--- src/rtl/occ_storage_arbiter.sv ---
// Four-lane read-request responder: latches one-cycle strobes per lane, arbitrates them
// round-robin onto a single synchronous-read storage port and routes the data back.
module occ_storage_arbiter #(
    parameter int unsigned ADDR_W = 8,
    parameter int unsigned DATA_W = 32
) (
    input  logic              clk,
    input  logic              rst,
    input  logic              storage_ce_1,
    input  logic              storage_ce_2,
    input  logic              storage_ce_3,
    input  logic              storage_ce_4,
    input  logic [ADDR_W-1:0] storage_addr_1,
    input  logic [ADDR_W-1:0] storage_addr_2,
    input  logic [ADDR_W-1:0] storage_addr_3,
    input  logic [ADDR_W-1:0] storage_addr_4,
    output logic [DATA_W-1:0] data_to_alu_1,
    output logic [DATA_W-1:0] data_to_alu_2,
    output logic [DATA_W-1:0] data_to_alu_3,
    output logic [DATA_W-1:0] data_to_alu_4,
    output logic              done_1,
    output logic              done_2,
    output logic              done_3,
    output logic              done_4,
    output logic              mem_ce,
    output logic [ADDR_W-1:0] mem_addr,
    input  logic [DATA_W-1:0] mem_rdata
);

    logic [3:0]        ce;
    logic [ADDR_W-1:0] addr_in [4];

    logic [3:0]        pend_q;
    logic [ADDR_W-1:0] addr_q [4];
    logic [1:0]        last_q;
    logic              inflight_v_q;
    logic [3:0]        inflight_tag_q;
    logic [DATA_W-1:0] data_q [4];
    logic [3:0]        done_q;

    logic [3:0]        gnt;
    logic [1:0]        gnt_idx;
    logic [1:0]        search_idx;

    assign ce         = {storage_ce_4, storage_ce_3, storage_ce_2, storage_ce_1};
    assign addr_in[0] = storage_addr_1;
    assign addr_in[1] = storage_addr_2;
    assign addr_in[2] = storage_addr_3;
    assign addr_in[3] = storage_addr_4;

    // Search begins one past the last granted lane; i=4 wraps back onto the last lane itself.
    always_comb begin
        gnt        = '0;
        gnt_idx    = last_q;
        search_idx = last_q;
        for (int i = 1; i <= 4; i++) begin
            search_idx = last_q + 2'(i);
            if (pend_q[search_idx] && (gnt == 4'b0000)) begin
                gnt[search_idx] = 1'b1;
                gnt_idx         = search_idx;
            end
        end
    end

    assign mem_ce   = |pend_q;
    assign mem_addr = mem_ce ? addr_q[gnt_idx] : '0;

    always_ff @(posedge clk or posedge rst) begin
        if (rst) begin
            pend_q         <= '0;
            last_q         <= 2'd3;
            inflight_v_q   <= 1'b0;
            inflight_tag_q <= '0;
            done_q         <= '0;
            for (int i = 0; i < 4; i++) begin
                addr_q[i] <= '0;
                data_q[i] <= '0;
            end
        end else begin
            for (int i = 0; i < 4; i++) begin
                // A strobe on a busy, ungranted lane is a protocol violation and is dropped.
                if (ce[i] && (!pend_q[i] || gnt[i])) begin
                    pend_q[i] <= 1'b1;
                    addr_q[i] <= addr_in[i];
                end else if (gnt[i]) begin
                    pend_q[i] <= 1'b0;
                end
                if (inflight_v_q && inflight_tag_q[i]) begin
                    data_q[i] <= mem_rdata;
                end
            end
            if (|gnt) begin
                last_q <= gnt_idx;
            end
            inflight_v_q   <= |gnt;
            inflight_tag_q <= gnt;
            done_q         <= inflight_v_q ? inflight_tag_q : 4'b0000;
        end
    end

    assign data_to_alu_1 = data_q[0];
    assign data_to_alu_2 = data_q[1];
    assign data_to_alu_3 = data_q[2];
    assign data_to_alu_4 = data_q[3];
    assign done_1        = done_q[0];
    assign done_2        = done_q[1];
    assign done_3        = done_q[2];
    assign done_4        = done_q[3];

endmodule

--- config.mk ---
export PLATFORM = sky130hd
export DESIGN_NAME = occ_storage_arbiter
export DESIGN_NICKNAME = d
export VERILOG_FILES = /design/src/rtl/occ_storage_arbiter.sv
export SDC_FILE = /design/constraint.sdc
export NUM_CORES = 1
export LEC_CHECK = 0
export CAP_MARGIN = 20
export CORE_ASPECT_RATIO = 1.4
export CORE_MARGIN = 5
export CORE_UTILIZATION = 45
export DETAILED_ROUTE_END_ITERATION = 10
export GPL_TIMING_DRIVEN = 0
export PLACE_DENSITY = 0.76
export SYNTH_ARGS = -nofsm -noshare
export SYNTH_HDL_FRONTEND = slang
export SYNTH_SLANG_ARGS = --single-unit
--- constraint.sdc ---
create_clock -name clk -period 7.58 [get_ports clk]
set_input_delay 1.137 -clock clk [delete_from_list [all_inputs] [get_ports clk]]
set_output_delay 1.137 -clock clk [all_outputs]
set_load 0.1 [all_outputs]
* Word-level counts from Yosys, hierarchy flattened
Index checks and enable logic that the tools add are counted.
** Cells by class
- Add/subtract/negate cells :: 3
- Bitwise logic cells :: 4
- Reductions and logical operators :: 32
- $lt $le $gt $ge :: 9
- Multiplexer cells :: 37
** Operator list (number)
- 8-bit two-way mux :: 3
- 4-bit two-way mux :: 5
- 8-bit binary-select mux with 2-bit select :: 1
- 1-bit two-way mux :: 16
- 1-bit logical AND :: 15
- 4-bit logical NOT :: 3
- 2-bit by 3-bit < comparator with 1-bit output (second input constant) :: 4
- 4-bit bitwise OR :: 3
- 1-bit binary-select mux with 2-bit select :: 4
- 1-bit demux with 2-bit select :: 4
- 2-bit by 1-bit >= comparator with 1-bit output (second input constant) :: 4
- 2-bit two-way mux :: 4
- 2-bit nonzero test :: 4
- 4-bit OR reduction :: 2
- 2-bit adder (second input constant) :: 2
- 1-bit logical NOT :: 4
- 1-bit logical OR :: 4
- 3-bit >= comparator (second input constant) :: 1
- 2-bit NOT with 3-bit output :: 1
- 2-bit by 1-bit adder with 2-bit output (second input constant) :: 1
** Word-level totals
- Word-level logic and storage cells :: 101
- Flip-flop bits (word level) :: 175
- Bits of input ports :: 70

* Logic depth before layout (Yosys ltp)
- Depth after elaboration :: 20
- Mapped depth :: 13
- Mapped depth without buffers :: 10

* Least setup slack after synthesis
No wires, ideal clock.
- Path kind :: register -> output
- From :: register last_q[0]
- To :: output port mem_addr[0]
- Cell stages (with the launch flop) :: 13
- Arrival time :: 4471 ps
- Path slack :: 1972 ps
- Required time :: 6443 ps
- Path buffers :: 2
- Cell sequence :: dfstp_2 buf_6 inv_1 ha_1 mux4_2 and2_4 a21o_1 o31a_4 nand2_4 mux2i_4 buf_8 mux2i_1 o22ai_1
** On the way
- Longest elaborated chain between the ends :: 20
- Elaborated cells between the ends (all ways) :: 46
- Those cells by class :: add/sub: 3; order compare: 6; mux: 25; bitwise: 3; reduce/logical: 9
** Ends and longest elaborated chain
- start: declaration :: line 35 : logic [1:0] last_q;
- start signal: assignment :: line 93 : last_q <= gnt_idx;
- 2-bit by 1-bit adder with 2-bit output :: line 57 : search_idx = last_q + 2'(i);
- 2-bit by 3-bit < comparator with 1-bit output (implied by the code) or 2-bit by 1-bit >= comparator with 1-bit output (tied branches) :: line 59 : gnt[search_idx] = 1'b1;
- 1-bit logical AND (implied by the code) :: line 59
- 1-bit two-way mux (implied by the code) :: line 59
- 1-bit demux with 2-bit select :: line 59
- 4-bit two-way mux :: line 58 : if (pend_q[search_idx] && (gnt == 4'b0000)) begin
- 4-bit logical NOT :: line 58
- 1-bit logical AND :: line 58
- [3 not listed]
- 4-bit two-way mux :: line 58
- 4-bit logical NOT :: line 58
- 1-bit logical AND :: line 58
- 2-bit two-way mux (*) :: line 58
- 2-bit NOT with 3-bit output (implied by the code) (*) :: line 66 : assign mem_addr = mem_ce ? addr_q[gnt_idx] : '0;
- 8-bit binary-select mux with 2-bit select (*) :: line 66
- 8-bit two-way mux (implied by the code) (*) (2 in a row) :: line 66
- 8-bit two-way mux (*) :: line 66
- end: declaration :: line 26 : output logic [ADDR_W-1:0] mem_addr,
Every way passes the cells marked *; elsewhere a longest branch is shown, timed or not. The select of a mux whose other input is x is not followed.

* Worst setup path after layout
- From :: register last_q[1]
- To :: output port mem_addr[6]
The elaborated chain is that of the path after synthesis.

==> impl_metrics.json <==
{
  "status": "completed",
  "regArea_mm2": 0.00438,
  "synth_edf_count": 0,
  "rows": 55,
  "firstDrtPassIters": 4,
  "grt_start_max_net_pins": 103,
  "cts_tree": "built",
  "fin_setup_tns_ns": 0,
  "ys_seq_area_share_pct": 59.8,
  "yosys_warnings": 0,
  "syn_avg_cell_area_um2": 15.6,
  "dieArea_mm2": 0.0190,
  "instances_no_fill": 913,
  "dp.cells": 881,
  "fin_crit_sh_pct": 82.3,
  "synth_top_flop_cell": "dfrtp_1",
  "grt_remaining_overflow": 0,
  "async_flop_share_pct": 100,
  "start_util_pct": 45.5,
  "r2r_slack_ns": 4.04,
  "cts_max_level": 4,
  "cp_max_fo": 10,
  "synthCells": 471,
  "ys_ff_latch": 175,
  "drc": 0,
  "vias_per_cell": 5.18,
  "hold_viol": 0,
  "grt_pass1_vias": 5428,
  "reg2reg_to": "addr_q[11]",
  "hpwlAfterDp_mm": 13.5,
  "fmax_mhz": 160,
  "core_mm2": 0.0161,
  "fp.dieW_um": 118,
  "numPortBuffers": 210,
  "first_iter_violations": 202,
  "crit_arrival_ns": 5.10,
  "cts_max_path_buffers": 2,
  "syn-num-nets": 549,
  "fillers": 1203,
  "ioPinCount": 211,
  "fin_ws_ns": 1.34,
  "area_growth_pct": 41.0,
  "relSlewSlack_pct": 29.0,
  "drv_slew": 0,
  "period_needed_ns": 6.24,
  "worstHoldPathType": "reg -> reg",
  "reg2regPathDepth": 11,
  "cts-resized-gates": 0,
  "crit_chain": "buf_6, inv_1, ha_1, mux4_2, and2_4, a21o_1, o31a_4, nand2_4, mux2i_4, buf_8, mux2i_1, o22ai_1, clkdlybuf4s50_1",
  "clock-root-buffer": "clkbuf_16",
  "ant_nets": 0,
  "grt_pass1_wl_mm": 29.3,
  "grt_setup_unrepaired": "false",
  "max-cap-violations": 0,
  "setup_viol": 0,
  "die_y_um": 161,
  "drive_gt1_share_pct": 31.5,
  "end_kind": "output port",
  "cp-start-kind": "flop",
  "cts_buffers": 17,
  "clk-insertion-delay-late_ns": 0.42,
  "final_nets": 779,
  "worstPathRequired_ns": 6.44,
  "routed_wirelength_mm": 17.9,
  "hp-start": "addr_q[13]",
  "finClkSkew_ns": 0.00915,
  "clk_pin_slew_ns": 0.06,
  "layout_common_cells": "clkdlybuf4s50_1 (210), dfrtp_1 (173), mux2_2 (152)",
  "cp_slowest_cell": "clkdlybuf4s50_1",
  "gp_congestion": 0.861,
  "cts.hold.buffers_added": 0,
  "setup.worst_path.start": "last_q[1]",
  "tightestPinTransition_ns": 1.06,
  "grt.total_usage_pct": 19.3,
  "n_antenna_cell": 0,
  "syn_area_mm2": 0.00733,
  "post-cts-setup-buffers": 0,
  "finish.instance_area_mm2": 0.0103,
  "cts_sinks": 175,
  "setup.worst_path.end": "mem_addr[6]",
  "placed_cell_area_mm2": 0.00972,
  "place_ws_ns": 1.80,
  "netlist-cell-type-count": 55,
  "drt-wirelength-per-cell_um": 19.6,
  "final_common_cell": "clkdlybuf4s50_1",
  "slowest_delay_ns": 1.18,
  "timing.rr.start": "last_q[1]",
  "multiInputGateArea_mm2": 0.00279,
  "vias": 4725,
  "crit_type": "reg -> out",
  "antenna_found_initial": 0
}
-- registers in the layout, summed over array words and instances, names as in the netlist --
signal and cells:
done_q 4, pend_q 4, last_q 2, data_to_alu_2 32, inflight_v_q 1, data_to_alu_3 32, data_to_alu_4 32, addr_q 32
data_to_alu_1 32, inflight_tag_q 4
-- logic make-up after synthesis --
family,after synthesis,share of synthesized area (%)
simple gates,30,2.61
mux,182,28.7
buf+inv,33,2.17
flops,175,59.8
xor+xnor,2,0.239
fa+ha+maj,8,1.37
compound gates,41,5.10
-- worst max-delay path: cells and delay by family (launching register included) --
family / cells / cell delay, ns
buffers and inverters: 4 / 1.65
multiplexers: 3 / 0.98
AO/OA/AOI/OAI: 3 / 0.77
adder cells (fa/ha/maj): 1 / 0.38
AND/OR/NAND/NOR: 2 / 0.33
flip-flops: 1 / 0.58
-- metrics by stage --
step           utilization (%)  hold slack (ns)
4_1_cts                   64.2            0.507
5_1_grt                   64.2            0.514
3_5_place_dp              60.3            0.492
3_3_place_gp              60.1            0.487
2_1_floorplan                -            0.479
6_report                  64.2            0.503
-- how the worst min path moves through the flow --
stage                              to  slack [ns]  cells after the start
CTS                 data_to_alu_4[18]        0.51                      1
global route               addr_q[13]        0.51                      1
detailed placement  data_to_alu_4[18]        0.49                      1
finish                     addr_q[13]        0.50                      1
floorplan                   addr_q[0]        0.48                      1
global placement    data_to_alu_1[20]        0.49                      1
-- Yosys cell counts (all sizes together), types with 2 or more instances --
cell type / count / share of area (%)
o31a: 2 / 0.38
and2: 2 / 0.20
ha: 8 / 1.4
nand2: 14 / 0.92
or3: 2 / 0.17
dfrtp: 173 / 59
nand2b: 4 / 0.34
xnor2: 2 / 0.24
a22o: 2 / 0.24
buf: 16 / 1.3
a21boi: 2 / 0.41
a31oi: 2 / 0.17
o21ai: 4 / 0.53
or4: 3 / 0.31
a21oi: 3 / 0.26
inv: 16 / 0.82
o22ai: 9 / 0.77
a21o: 2 / 0.20
mux4: 3 / 0.97
mux2i: 18 / 2.6
dfstp: 2 / 0.72
a211oi: 2 / 0.38
a31o: 3 / 0.36
mux2: 161 / 25
-- metal layers --
layer	vias to the layer above	part of all wire, %	routed length (µm)	global-route usage [%]
met4	0	2.9	518	8.09
met3	36	6.6	1180	6.30
met1	2357	37	6680	21.1
met2	166	53	9550	34.4
li1	2166	-	-	-
met5	-	0	0	0
-- cell type report --
| type | count | area share, % |
|---|---|---|
| buffer | 17 | 0.956 |
| clock buffer | 17 | 4.11 |
| clock inverter | 15 | 1.91 |
| inverter | 16 | 0.653 |
| multi-input combinational | 263 | 27.0 |
| sequential | 175 | 42.4 |
| tap | 199 | 2.41 |
| timing repair buffer | 211 | 20.6 |
Power is not shown: default switching activity piles up to over one toggle a cycle in this logic, so the estimate is an artifact.
